File: src/rtl/mac_operand_pairer.sv
// -----------------------------------------------------------------------------
// mac_operand_pairer
//
// Purpose:
//   Pairs two independently arriving operand streams (A and B) for a
//   downstream multiply-accumulate unit. Each stream is buffered in its own
//   DEPTH-entry FIFO, so A and B may arrive with any relative skew. A pair is
//   offered once both FIFOs hold at least one word. An accepted pair removes
//   the head of both FIFOs together.
//
// Ports:
//   clk       in   sole clock, rising edge
//   rst_n     in   asynchronous active-low reset
//   flush     in   synchronous discard of all buffered operands
//   a/valid_a in   operand A word and its valid
//   ready_a   out  A FIFO can take a word this cycle
//   b/valid_b in   operand B word and its valid
//   ready_b   out  B FIFO can take a word this cycle
//   out_a     out  registered head of the A FIFO
//   out_b     out  registered head of the B FIFO
//   valid_o   out  a complete A/B pair is presented
//   ready_o   in   downstream accepts the presented pair
//   count_a   out  A FIFO occupancy, 0..DEPTH
//   count_b   out  B FIFO occupancy, 0..DEPTH
//   pair_cnt  out  running count of delivered pairs (wraps at 16 bits)
// -----------------------------------------------------------------------------
module mac_operand_pairer #(
  parameter int WIDTH = 16,
  parameter int DEPTH = 4,
  localparam int PW = $clog2(DEPTH),
  localparam int CW = PW + 1
) (
  input  logic             clk,
  input  logic             rst_n,
  input  logic             flush,
  input  logic [WIDTH-1:0] a,
  input  logic             valid_a,
  output logic             ready_a,
  input  logic [WIDTH-1:0] b,
  input  logic             valid_b,
  output logic             ready_b,
  output logic [WIDTH-1:0] out_a,
  output logic [WIDTH-1:0] out_b,
  output logic             valid_o,
  input  logic             ready_o,
  output logic [CW-1:0]    count_a,
  output logic [CW-1:0]    count_b,
  output logic [15:0]      pair_cnt
);

  // Lane 0 carries operand A, lane 1 carries operand B.
  logic [1:0][WIDTH-1:0] lane_din;
  logic [1:0]            lane_valid;

  assign lane_din   = {b, a};
  assign lane_valid = {valid_b, valid_a};

  // Held low through reset and for the first edge after it, so neither
  // input port advertises space while the block is still coming out of reset.
  logic rst_done_q;
  logic rst_done_d;

  logic [15:0] pair_cnt_q;
  logic [15:0] pair_cnt_d;

  // A pop is common to both lanes: partial pops are impossible by construction.
  logic pop;

  assign valid_o = (count_a != '0) && (count_b != '0) && !flush;
  assign pop     = valid_o && ready_o;

  genvar gi;
  generate
    for (gi = 0; gi < 2; gi++) begin : g_lane
      // Storage is not reset; an entry is only ever read after being written,
      // because the head register is loaded from the bypass path or from a
      // slot that lies between the read and write pointers.
      logic [WIDTH-1:0] mem_q [DEPTH];

      logic [PW-1:0]    wr_ptr_q;
      logic [PW-1:0]    wr_ptr_d;
      logic [PW-1:0]    rd_ptr_q;
      logic [PW-1:0]    rd_ptr_d;
      logic [CW-1:0]    count_q;
      logic [CW-1:0]    count_d;
      logic [WIDTH-1:0] head_q;
      logic [WIDTH-1:0] head_d;
      logic [CW-1:0]    remain;
      logic             ready;
      logic             push;

      // Readiness looks only at this lane's own occupancy, never at ready_o,
      // so a full FIFO refuses a push even in a cycle where it pops.
      assign ready = rst_done_q && (count_q < CW'(DEPTH)) && !flush;
      assign push  = lane_valid[gi] && ready;

      always_comb begin
        wr_ptr_d = wr_ptr_q;
        rd_ptr_d = rd_ptr_q;
        count_d  = count_q;
        head_d   = head_q;
        remain   = count_q - CW'(pop);

        if (flush) begin
          // Flush wins over everything; the head register keeps its value.
          wr_ptr_d = '0;
          rd_ptr_d = '0;
          count_d  = '0;
        end else begin
          // Pointers are PW bits wide, so they wrap modulo DEPTH for free.
          wr_ptr_d = wr_ptr_q + PW'(push);
          rd_ptr_d = rd_ptr_q + PW'(pop);
          count_d  = count_q + CW'(push) - CW'(pop);

          // Next head: an older entry survives the pop -> read it from
          // storage; otherwise the word being pushed becomes the head
          // directly; with nothing left, the output holds.
          if (remain != '0) begin
            head_d = mem_q[rd_ptr_d];
          end else if (push) begin
            head_d = lane_din[gi];
          end
        end
      end

      always_ff @(posedge clk or negedge rst_n) begin
        if (!rst_n) begin
          wr_ptr_q <= '0;
          rd_ptr_q <= '0;
          count_q  <= '0;
          head_q   <= '0;
        end else begin
          wr_ptr_q <= wr_ptr_d;
          rd_ptr_q <= rd_ptr_d;
          count_q  <= count_d;
          head_q   <= head_d;
        end
      end

      always_ff @(posedge clk) begin
        if (push) begin
          mem_q[wr_ptr_q] <= lane_din[gi];
        end
      end
    end
  endgenerate

  assign ready_a = g_lane[0].ready;
  assign ready_b = g_lane[1].ready;
  assign count_a = g_lane[0].count_q;
  assign count_b = g_lane[1].count_q;
  assign out_a   = g_lane[0].head_q;
  assign out_b   = g_lane[1].head_q;

  always_comb begin
    rst_done_d = 1'b1;
    pair_cnt_d = pair_cnt_q;
    // pop is already suppressed during flush, so flush never moves the count.
    if (pop) begin
      pair_cnt_d = pair_cnt_q + 16'd1;
    end
  end

  always_ff @(posedge clk or negedge rst_n) begin
    if (!rst_n) begin
      rst_done_q <= 1'b0;
      pair_cnt_q <= '0;
    end else begin
      rst_done_q <= rst_done_d;
      pair_cnt_q <= pair_cnt_d;
    end
  end

  assign pair_cnt = pair_cnt_q;

endmodule

File: config.mk
export PLATFORM = sky130hd
export DESIGN_NAME = mac_operand_pairer
export DESIGN_NICKNAME = d
export VERILOG_FILES = /design/src/rtl/mac_operand_pairer.sv
export SDC_FILE = /design/constraint.sdc
export NUM_CORES = 1
export LEC_CHECK = 0
export CAP_MARGIN = 5
export CORE_ASPECT_RATIO = 1.2
export CORE_UTILIZATION = 55
export CTS_CLUSTER_DIAMETER = 120
export CTS_CLUSTER_SIZE = 28
export DETAILED_ROUTE_END_ITERATION = 6
export PLACE_DENSITY = 0.79
export SYNTH_ARGS = -nofsm -noshare
export SYNTH_HDL_FRONTEND = slang
export SYNTH_SLANG_ARGS = --single-unit
File: constraint.sdc
create_clock -name clk -period 3.4 [get_ports clk]
set_input_delay 0.34 -clock clk [delete_from_list [all_inputs] [get_ports clk]]
set_output_delay 0.34 -clock clk [all_outputs]
set_load 0.02 [all_outputs]
==> metrics.md <==
| Metric | Value |
|---|---|
| Count leader, synth | `edfxtp_1` |
| Psw | `0.00156 W` |
| # fillers | `944` |
| DRC Markers | `0` |
| Synth Area in Compound Gates | `4.64%` |
| Vias in the first global route | `4,788` |
| Startpoint types | `register` |
| Drt total wl | `15,300 microns` |
| Avg WL per Cell | `20.4 microns` |
| Post-synth EDFFs | `128` |
| Status | `finished clean` |
| Syn_nets | `502` |
| Critical Path End Type | `register` |
| Cells after Synth | `451` |
| Reg clk slew, reported paths | `0.07 ns` |
| Largest net degree at the start of global routing | `29` |
| Area of the core | `13,800 sq um` |
| Pre-antenna DRT Iters | `4` |
| Avg Inst Size Synth | `17.2 sq um` |
| Nets | `618` |
| Async SR Flop Fraction | `33.0%` |
| H-tree levels | `4` |
| Vias/cell | `5.80` |
| Setup bufs post-CTS | `0` |
| Rel. slew slack | `43.4%` |
| Sw frac | `26.6%` |
| Worst VDD drop | `0.000410 V` |
| Crit path DAT | `3.35 ns` |
| Clock latency at the later pin of the worst-skew pair | `0.43 ns` |
| Setup violators final | `0` |
| ANT cells | `0` |
| Gr ovfl total | `0` |
| PD cells | `620 nW/um^2` |
| Clk_skew | `0.00606 ns` |
| Fmax achieved | `0.335 GHz` |
| RR Startpoint | `count_a[1]` |
| Internal power | `0.00431 W` |
| Port Buffer Count | `94` |
| Synth top cells by count | `128 x edfxtp_1, 63 x dfrtp_1, 39 x inv_1, 37 x nor3_1` |
| Gate power share | `20.9%` |
| Pre-CTS setup slack | `0.448 ns` |
| Antenna violations before repair | `0` |
| Global-route wire length before repair | `24,900 microns` |
| Initial Util | `56.2%` |
| CTS tree | `built` |
| Total vias in the final route | `4,355` |
| GPL Wtd Cong | `0.791` |
| Critical Path Start | `count_a[1]` |
| Cell area after synthesis | `7740 sq um` |
| Register area | `5420 sq um` |
| Share of the synthesized area in the top cell type | `49.7%` |
| Design Power | `0.00587 W` |
| Row count | `47` |
| Clock power frac | `30.0%` |
| Fin crit share | `87.8%` |
| Fin Hold WS | `0.413 ns` |
| Mux share of post-synthesis cell area | `9.46%` |
| FF-to-FF End | `out_a[12]` |
| Minimum clock period | `2.98 ns` |
| Pleak | `3.58 nW` |
| Synth area leaders | `edfxtp_1 50%, dfrtp_1 20%, mux4_2 9.3%` |
| Share of post-route cells with drive strength above 1 | `16.4%` |
| Final Hold Fails | `0` |
| Layout Utilization | `68.8%` |
| Yosys top cell by area | `edfxtp_1` |
| Critical-path maximum fanout | `16` |
| Maxcap violations | `0` |
| Required time worst endpoint | `3.77 ns` |
| Post-DRT Antenna Nets | `0` |
| Clock Path Buffers | `2` |
| Die height | `132 microns` |
| R2r setup slk | `0.42 ns` |
| Die W | `110 microns` |
| Post-Synth Adder-Cell Area | `2.30%` |
| Cell breakdown of the critical path | `nor3_1 -> nor4b_4 -> buf_4 -> ha_1 -> xnor2_1 -> nand2_2 -> o21ai_2 -> a221o_1` |
| Slowest CP cell | `nor3_1` |
| Sink Count | `191` |
| Worst-margin pin slew | `0.849 ns` |
| Post-synthesis register bit count | `191` |
| Global Route Usage Sum | `23.6%` |
| Setup TNS | `0 ns` |
| Ys Warns | `0` |
| Final Max Slew Viols | `0` |
| DRT iter0 DRCs | `276` |
| Seq/Total Area, Yosys | `70.0%` |
| Worst Reg2Reg Path Length in Cells | `8` |
| Worst setup path class | `reg -> reg` |
| Hold WC Path Type | `in -> async` |
| Synth unique cells | `36` |
| Seq pwr share | `49.1%` |
| Die ar. | `14,600 sq um` |
| RSZ-0062 raised after global routing | `no` |
| PnR worst setup slack | `0.415 ns` |
| Worst stage delay on the critical path | `0.61 ns` |
| Simple-gate share of the synthesized area | `7.03%` |
| Main flop type after synthesis | `edfxtp_1` |
| Area grow syn2layout | `22.4%` |
| HPWL Detailed | `9950 microns` |
| Xor/xnor share of the synthesized area | `2.83%` |
| Root Buffer | `clkbuf_16` |
| Multi-input gate area | `2050 sq um` |
| CTS buffer count | `17` |
| Num ports | `95` |
| Largest family of logic cells by synthesized area | `multiplexers` |
## final cells by class
cell class | instances | area share (%)
clock inverters | 6 | 0.370
well taps | 171 | 2.26
inverters | 41 | 1.68
clock buffers | 26 | 5.06
repair buffers | 116 | 11.8
multi-input cells | 200 | 21.6
flip-flops and latches | 191 | 57.2
## placed cells by master (no fill, tap or decap), drive strengths merged, types with 9 or more instances in the layout
cell             n
nor2             9
mux4            32
and3             9
xnor2           17
nor3            37
ha              11
a221o           32
dfrtp           63
clkbuf          26
clkdlybuf4s50   93
edfxtp         128
buf             22
inv             41
## per-layer routing
layer / wire [microns] / track usage [%]
met5: 0 / 0
met4: 280 / 9.14
met3: 1030 / 6.72
met2: 8120 / 39.2
met1: 5920 / 29.0
## state kept, by name (all words and copies together) (netlist names)
register / cells
g_lane.mem_q: 128
out_a: 16
out_b: 16
pair_cnt: 16
g_lane.rd_ptr_q: 4
g_lane.wr_ptr_q: 4
count_a: 3
count_b: 3
rst_done_q: 1
## logic make-up (layout without fill, tap and decap cells)
| family | Yosys count | in the layout |
|---|---|---|
| flip-flops | 191 | 191 |
| AND/OR/NAND/NOR | 92 | 92 |
| adder cells (fa/ha/maj) | 13 | 13 |
| buffers and inverters | 60 | 189 |
| other | 1 | 1 |
| multiplexers | 33 | 33 |
| AO/OA/AOI/OAI | 36 | 36 |
| XOR/XNOR | 25 | 25 |
## metrics by stage
stage          area (sq um)  instances
2_1_floorplan          7740        451
3_3_place_gp           8950        718
3_5_place_dp           8950        718
4_1_cts                9470        751
5_1_grt                9470        751
6_report               9470        751
## critical path, delay by kind of cell, from the launching register on
family                     cells  cell delay, ns
adders and majority gates      1            0.21
DFF                            1            0.45
and+or+nand+nor                3            0.85
AOI/OAI and AO/OA              2            0.89
buffers and inverters          1            0.22
xor gates and xnor gates       1            0.30
## how the worst max path moves through the flow
| stage | end | slack, ns | cells after the start |
|---|---|---|---|
| detailed placement | out_a[12] | 0.45 | 8 |
| floorplan | out_b[10] | 0.42 | 7 |
| CTS | out_a[12] | 0.40 | 8 |
| global placement | count_a[2] | 0.59 | 12 |
| finish | out_a[12] | 0.42 | 8 |
| global route | out_a[12] | 0.17 | 8 |
## repair_timing
action	in CTS	in global routing
hold endpoints to repair	19	0
hold buffers	1	0
resized for setup	0	0
## power groups by stage
stage	combinational, W	clock, W	sequential (W)
after CTS	0.00124	0.00179	0.00288
after floorplan	0.000381	0	0.00314
final	0.00123	0.00176	0.00288
after detailed placement	0.00123	0	0.00292
after global placement	0.00121	0	0.00292
after global routing	0.00131	0.00187	0.00291
No activity file was read; power rests on OpenSTA's default activity.
